`src/rtl/alarm_notification_dispatcher.sv`:
```
// Debounces the health controller's severity code, then runs the caregiver
// req/ack notification with retry gaps, escalation buzzer and severity upgrades.
module alarm_notification_dispatcher #(
  parameter int CONFIRM_CYCLES   = 3,
  parameter int ACK_TIMEOUT      = 16,
  parameter int MAX_RETRIES      = 2,
  parameter int BUZZ_HALF_PERIOD = 4
) (
  input  logic       clock,
  input  logic       resetN,
  input  logic [2:0] abnormalityWarning,
  input  logic       caregiverAck,
  input  logic       clearAlarm,
  output logic       notifyRequest,
  output logic [2:0] notifySeverity,
  output logic       alarmActive,
  output logic       escalated,
  output logic       buzzer
);

  localparam int CW = $clog2(CONFIRM_CYCLES + 1);
  localparam int TW = $clog2(ACK_TIMEOUT + 1);
  localparam int RW = (MAX_RETRIES > 0) ? $clog2(MAX_RETRIES + 1) : 1;
  localparam int BW = $clog2(BUZZ_HALF_PERIOD + 1);

  localparam logic [CW-1:0] CONFIRM_LAST = CW'(CONFIRM_CYCLES);
  localparam logic [TW-1:0] TIMER_LAST   = TW'(ACK_TIMEOUT - 1);
  localparam logic [RW-1:0] RETRY_MAX    = RW'(MAX_RETRIES);
  localparam logic [BW-1:0] BUZZ_LAST    = BW'(BUZZ_HALF_PERIOD - 1);

  typedef enum logic [2:0] {
    IDLE, CONFIRM, NOTIFY, GAP, ESCALATED, ACKED
  } state_e;

  state_e        state_q, state_d;
  logic [2:0]    cand_q, cand_d;
  logic [CW-1:0] count_q, count_d;
  logic [TW-1:0] timer_q, timer_d;
  logic [RW-1:0] retries_q, retries_d;
  logic [BW-1:0] buzzCnt_q, buzzCnt_d;
  logic [2:0]    sev_q, sev_d;
  logic          req_q, req_d;
  logic          active_q, active_d;
  logic          esc_q, esc_d;
  logic          buzz_q, buzz_d;
  logic [CW-1:0] cntNext;
  logic          upgrade;

  assign upgrade = abnormalityWarning > sev_q;

  always_comb begin
    state_d   = state_q;
    cand_d    = cand_q;
    count_d   = count_q;
    timer_d   = timer_q;
    retries_d = retries_q;
    buzzCnt_d = '0;
    sev_d     = sev_q;
    buzz_d    = 1'b0;
    cntNext   = CW'(1);

    case (state_q)
      IDLE: begin
        if (abnormalityWarning != 3'd0) begin
          cand_d  = abnormalityWarning;
          count_d = CW'(1);
          if (CONFIRM_CYCLES == 1) begin
            state_d   = NOTIFY;
            sev_d     = abnormalityWarning;
            count_d   = '0;
            timer_d   = '0;
            retries_d = '0;
          end else begin
            state_d = CONFIRM;
          end
        end
      end
      CONFIRM: begin
        if (abnormalityWarning == 3'd0) begin
          state_d = IDLE;
          cand_d  = 3'd0;
          count_d = '0;
        end else begin
          cntNext = (abnormalityWarning == cand_q) ? count_q + CW'(1) : CW'(1);
          cand_d  = abnormalityWarning;
          count_d = cntNext;
          if (cntNext == CONFIRM_LAST) begin
            state_d   = NOTIFY;
            sev_d     = abnormalityWarning;
            count_d   = '0;
            timer_d   = '0;
            retries_d = '0;
          end
        end
      end
      NOTIFY: begin
        // Upgrade outranks ack, and ack outranks timeout on the same edge.
        if (upgrade) begin
          sev_d   = abnormalityWarning;
          timer_d = '0;
        end else if (caregiverAck) begin
          state_d = ACKED;
        end else if (timer_q == TIMER_LAST) begin
          if (retries_q < RETRY_MAX) begin
            state_d   = GAP;
            retries_d = retries_q + RW'(1);
          end else begin
            state_d = ESCALATED;
            buzz_d  = 1'b1;
          end
        end else begin
          timer_d = timer_q + TW'(1);
        end
      end
      GAP: begin
        state_d = NOTIFY;
        timer_d = '0;
        if (upgrade) sev_d = abnormalityWarning;
      end
      ESCALATED: begin
        if (buzzCnt_q == BUZZ_LAST) begin
          buzz_d    = ~buzz_q;
          buzzCnt_d = '0;
        end else begin
          buzz_d    = buzz_q;
          buzzCnt_d = buzzCnt_q + BW'(1);
        end
        if (upgrade) begin
          sev_d = abnormalityWarning;
        end else if (caregiverAck) begin
          state_d   = ACKED;
          buzz_d    = 1'b0;
          buzzCnt_d = '0;
        end
      end
      ACKED: begin
        if (upgrade) begin
          state_d   = NOTIFY;
          sev_d     = abnormalityWarning;
          timer_d   = '0;
          retries_d = '0;
        end else if (clearAlarm && abnormalityWarning == 3'd0) begin
          state_d   = IDLE;
          sev_d     = 3'd0;
          timer_d   = '0;
          retries_d = '0;
        end
      end
      default: state_d = IDLE;
    endcase

    req_d    = (state_d == NOTIFY) || (state_d == ESCALATED);
    active_d = (state_d != IDLE) && (state_d != CONFIRM);
    esc_d    = (state_d == ESCALATED);
  end

  always_ff @(posedge clock or negedge resetN) begin
    if (!resetN) begin
      state_q   <= IDLE;
      cand_q    <= 3'd0;
      count_q   <= '0;
      timer_q   <= '0;
      retries_q <= '0;
      buzzCnt_q <= '0;
      sev_q     <= 3'd0;
      req_q     <= 1'b0;
      active_q  <= 1'b0;
      esc_q     <= 1'b0;
      buzz_q    <= 1'b0;
    end else begin
      state_q   <= state_d;
      cand_q    <= cand_d;
      count_q   <= count_d;
      timer_q   <= timer_d;
      retries_q <= retries_d;
      buzzCnt_q <= buzzCnt_d;
      sev_q     <= sev_d;
      req_q     <= req_d;
      active_q  <= active_d;
      esc_q     <= esc_d;
      buzz_q    <= buzz_d;
    end
  end

  assign notifyRequest  = req_q;
  assign notifySeverity = sev_q;
  assign alarmActive    = active_q;
  assign escalated      = esc_q;
  assign buzzer         = buzz_q;

endmodule

```
`config.mk`:
```
export PLATFORM = sky130hd
export DESIGN_NAME = alarm_notification_dispatcher
export DESIGN_NICKNAME = d
export VERILOG_FILES = /design/src/rtl/alarm_notification_dispatcher.sv
export SDC_FILE = /design/constraint.sdc
export NUM_CORES = 1
export LEC_CHECK = 0
export CORE_UTILIZATION = 35
export DETAILED_ROUTE_END_ITERATION = 8
export HOLD_SLACK_MARGIN = 0.15
export PLACE_DENSITY = 0.65
export SLEW_MARGIN = 20
export SYNTH_ARGS = -nofsm -noshare
export SYNTH_HDL_FRONTEND = slang
export SYNTH_SLANG_ARGS = --single-unit
export TNS_END_PERCENT = 10
```
`constraint.sdc`:
```
create_clock -name clock -period 2.8 [get_ports clock]
set_input_delay 0.28 -clock clock [delete_from_list [all_inputs] [get_ports clock]]
set_output_delay 0.28 -clock clock [all_outputs]
set_load 0.05 [all_outputs]
```
==> results.md <==
| Group | Item | Value |
|---|---|---|
| status | Result of the run | finished clean |
| cts | Number of buffers added to fix hold violations after cts | 0 |
| cts | TritonCTS clock tree | built |
| timing | RSZ-0062 raised after global routing | no |
| timing | Clock skew | 8.45 ps |
| layout | Final-layout fill cell count | 388 |
| critical path | Ordered cell list for the critical path | ha_1, and3_1, ha_1, nor3b_1, a211oi_1, a211o_1, mux2_4 |
| placed design | Final GP Congestion | 0.859 |
| critical path | Max stage delay on crit path | 430 ps |
| layout | Share of layout cells above drive strength 1 | 13.4% |
| floorplan | Starting Density | 36.4% |
| layout | Total area of sequential cells | 626 sq um |
| logic synthesis | Synth area leaders | dfrtp_1 43%, ha_1 5.2%, mux2i_1 3.5% |
| global routing | Pin count of the biggest net entering global routing | 26 |
| layout | NumNets Final | 178 |
| detailed routing | DRT antenna net count | 0 |
| timing | Final max-slew violation count | 0 |
| logic synthesis | Portion of the post-synthesis area used by sequential elements | 43.3% |
| timing | Hold violation count in the final report | 0 |
| global routing | Global-route wire length before repair | 5060 um |
| critical path | Flop2flop setup slack | 360 ps |
| placed design | Cell count after placement | 210 |
| global routing | Vias in the first global route | 1175 |
| logic synthesis | Post-synthesis instance total | 144 |
| layout | Count of placed standard cells in the final layout, fillers left out | 214 |
| cts | Clock Tree Buf Depth | 2 |
| placed design | Sum of net half-perimeters after detailed placement | 2260 um |
| layout | # diodes | 0 |
| floorplan | Top-Level Pins | 14 |
| logic synthesis | Share of Yosys cell area claimed by the top area cell type | 43.3% |
| timing | Relative max-transition margin | 62.2% |
| critical path | Nature of the critical path startpoint | flip-flop |
| global routing | Overall track demand over capacity in global routing | 15.5% |
| pwr | Static leakage | 0.780 nW |
| critical path | Path length in cells of the critical path | 7 |
| critical path | Buffers plus inverters on the worst setup path | 0 |
| logic synthesis | Number of synthesized flops with an enable pin | 0 |
| global routing | Leftover overflow at the end of global routing | 0 |
| timing | Transition time at the pin with the least slew margin | 562 ps |
| placed design | Port Buffer Count | 13 |
| critical path | Kind of critical path | flip-flop to flip-flop |
| logic synthesis | Post-synthesis async set-or-reset flop share | 100% |
| critical path | Launch point of the critical path | timer_q[0] |
| floorplan | Horizontal die dimension | 66.3 um |
| cts | Reg clk slew, reported paths | 100 ps |
| logic synthesis | Ys flop type | dfrtp_1 |
| detailed routing | Residual DRC | 0 |
| global routing | Number of antenna violations at the first check in global routing | 0 |
| layout | Synthesis-to-finish area growth | 18.5% |
| logic synthesis | Biggest area consumer among synthesized cells | dfrtp_1 |
| critical path | Logic depth of the worst register-to-register path | 7 |
| critical path | Required @ worst endpoint | 2970 ps |
| floorplan | Vert. Die Dim | 66.3 um |
| critical path | Critical Path Sink Type | flip-flop |
| detailed routing | 1st-iter DRT viols | 37 |
| layout | Core Util, Final | 43.2% |
| flow run | Max_cap viols | 0 |
| cts | Clock latency at the later pin of the worst-skew pair | 280 ps |
| logic synthesis | Yosys reg bits | 25 |
| detailed routing | Pre-Repair DR Iteration Count | 4 |
| critical path | Reg2reg start | timer_q[0] |
| logic synthesis | Synth cell types | 45 |
| logic synthesis | Synthesis warning total | 0 |
| logic synthesis | Post-Syn Area per Cell | 10.0 sq um |
| detailed routing | Routed wire length per instance | 14.2 um |
| placed design | Placed Instance Area | 1670 sq um |
| cts | Quantity of gates resized following cts | 0 |
| cts | TritonCTS sink count | 25 |
| critical path | Worst path most repeated cell | ha_1 |
| timing | Post-layout minimum cycle time | 2440 ps |
| cts | Total clock buffers created by CTS | 3 |
| detailed routing | Routed wire length | 3040 um |
| detailed routing | Total via count after detailed routing | 1142 |
| floorplan | FP Rows | 23 |
| timing | Total Negative Setup Slacks | 0 ps |
| layout | Combined area of the multi-input logic cells | 776 sq um |
| timing | Share of the cycle needed by the critical path after routing | 87.3% |
| timing | Final Setup Violations | 0 |
| detailed routing | Vias/cell | 5.34 |
| pwr | Maximum VDD drop | 483 uV |
| floorplan | Area of the die | 4390 sq um |
| logic synthesis | Syn Nets | 157 |
| timing | Fmax | 0.409 GHz |
| critical path | Critical-path cell with the highest stage delay | dfrtp_1 |
| pwr | Total power divided by cell area | 1050 nW/um^2 |
| floorplan | Area of the core region | 3970 sq um |
| critical path | Endpoint of the most critical setup path | timer_q[4] |
| critical path | Crit path max-delay family | simple AND/OR/NAND/NOR gates |
| cts | H-tree depth reported by CTS | 1 |
| critical path | Arr. time, crit path | 2610 ps |
| critical path | Worst-path maximum fanout | 5 |
| hold path | Class of the most critical hold timing path | primary input to async pin |
| layout | Cell area after layout | 1710 sq um |
| cts | Buffer cell driving the clock tree root | clkbuf_8 |
| logic synthesis | Area of the mapped netlist | 1450 sq um |
| critical path | Endpoint of the worst-slack reg-to-reg timing path | timer_q[4] |
| cts | Post-CTS Setup Repair Bufs | 0 |
==> layout make-up <==
cell class / instances / area share [%]
clock buffer: 3 / 2.41
clock inverter: 1 / 0.438
inverter: 11 / 2.41
multi-input combinational: 107 / 45.3
sequential: 25 / 36.5
tap: 50 / 3.65
timing repair buffer: 17 / 9.34
==> layer usage <==
metal / vias up / track usage [%] / share of wire [%] / wire length (um)
met3: 7 / 2.93 / 4.4 / 135
met2: 27 / 26.0 / 50 / 1510
met1: 551 / 18.3 / 44 / 1330
met5: - / 0 / 0 / 0
met4: 0 / 8.51 / 2.3 / 69
li1: 557 / - / - / -
==> cells in the mapped netlist, types with 2 or more instances <==
| library cell | n |
|---|---|
| nor2_1 | 6 |
| a211o_1 | 2 |
| nor4_1 | 2 |
| nor3_1 | 5 |
| mux2_4 | 2 |
| o21ai_0 | 3 |
| a21o_1 | 6 |
| dfrtp_1 | 25 |
| a21oi_1 | 8 |
| inv_1 | 11 |
| nor3b_1 | 3 |
| xnor2_1 | 4 |
| ha_1 | 6 |
| mux2_2 | 3 |
| nand3_1 | 5 |
| mux2i_1 | 5 |
| nand2b_1 | 5 |
| a211oi_1 | 3 |
| nor2b_1 | 2 |
| nand2_1 | 12 |
| o21a_1 | 2 |
==> flip-flops by register name (all words and copies together), names as in the netlist, 2 cells and up <==
name and flops:
retries_q 2, cand_q 3, state_q 3, count_q 2, notifySeverity 3, buzzCnt_q 3, timer_q 5
==> where the power goes <==
part	switching (mW)	total, mW	internal, mW
combinational	0.547	0.960	0.413
clock	0.125	0.227	0.101
sequential	0.132	0.608	0.476
==> cell families after synthesis <==
logic type / Yosys count / share of synthesized area, %
multiplexers: 10 / 7.87
AO/OA/AOI/OAI: 33 / 16.1
adder cells (fa/ha/maj): 6 / 5.19
AND/OR/NAND/NOR: 54 / 22.1
buffers and inverters: 12 / 3.11
XOR/XNOR: 4 / 2.42
flip-flops: 25 / 43.3
==> worst min-delay path by stage <==
stage	start	endpoint	slack, ps	cells past startpoint
floorplan	resetN	alarmActive	-20	0
global placement	buzzCnt_q[0]	buzzCnt_q[0]	430	1
detailed placement	buzzCnt_q[0]	buzzCnt_q[0]	450	1
CTS	resetN	timer_q[2]	370	2
global route	resetN	timer_q[3]	400	2
finish	resetN	timer_q[2]	360	2
==> cells in the final DEF (no fill, tap or decap), types with 3 or more instances in the layout <==
master / netlist / layout
a211oi_1: 3 / 3
a21o_1: 6 / 6
a21oi_1: 8 / 8
buf_4: 0 / 4
clkbuf_8: 0 / 3
clkdlybuf4s50_1: 0 / 13
dfrtp_1: 25 / 25
ha_1: 6 / 6
inv_1: 11 / 11
mux2_2: 3 / 3
mux2i_1: 5 / 5
nand2_1: 12 / 12
nand2b_1: 5 / 5
nand3_1: 5 / 5
nor2_1: 6 / 6
nor3_1: 5 / 5
nor3b_1: 3 / 3
o21ai_0: 3 / 3
xnor2_1: 4 / 4
==> worst reg2reg max path, cell delays in order (launching register included) <==
cell and delay, ps:
dfrtp_1 430, ha_1 240, and3_1 190, ha_1 220
nor3b_1 420, a211oi_1 120, a211o_1 390, mux2_4 330
==> metrics by stage <==
| stage | hold slack, ps | setup WS, ps | total power, mW |
|---|---|---|---|
| global route | 397 | 234 | 1.91 |
| finish | 355 | 357 | 1.79 |
| floorplan | -15.6 | 348 | 1.30 |
| CTS | 370 | 399 | 1.80 |
| detailed placement | 445 | 220 | 1.57 |
| global placement | 429 | 260 | 1.54 |
(Power assumes the default switching activity.)
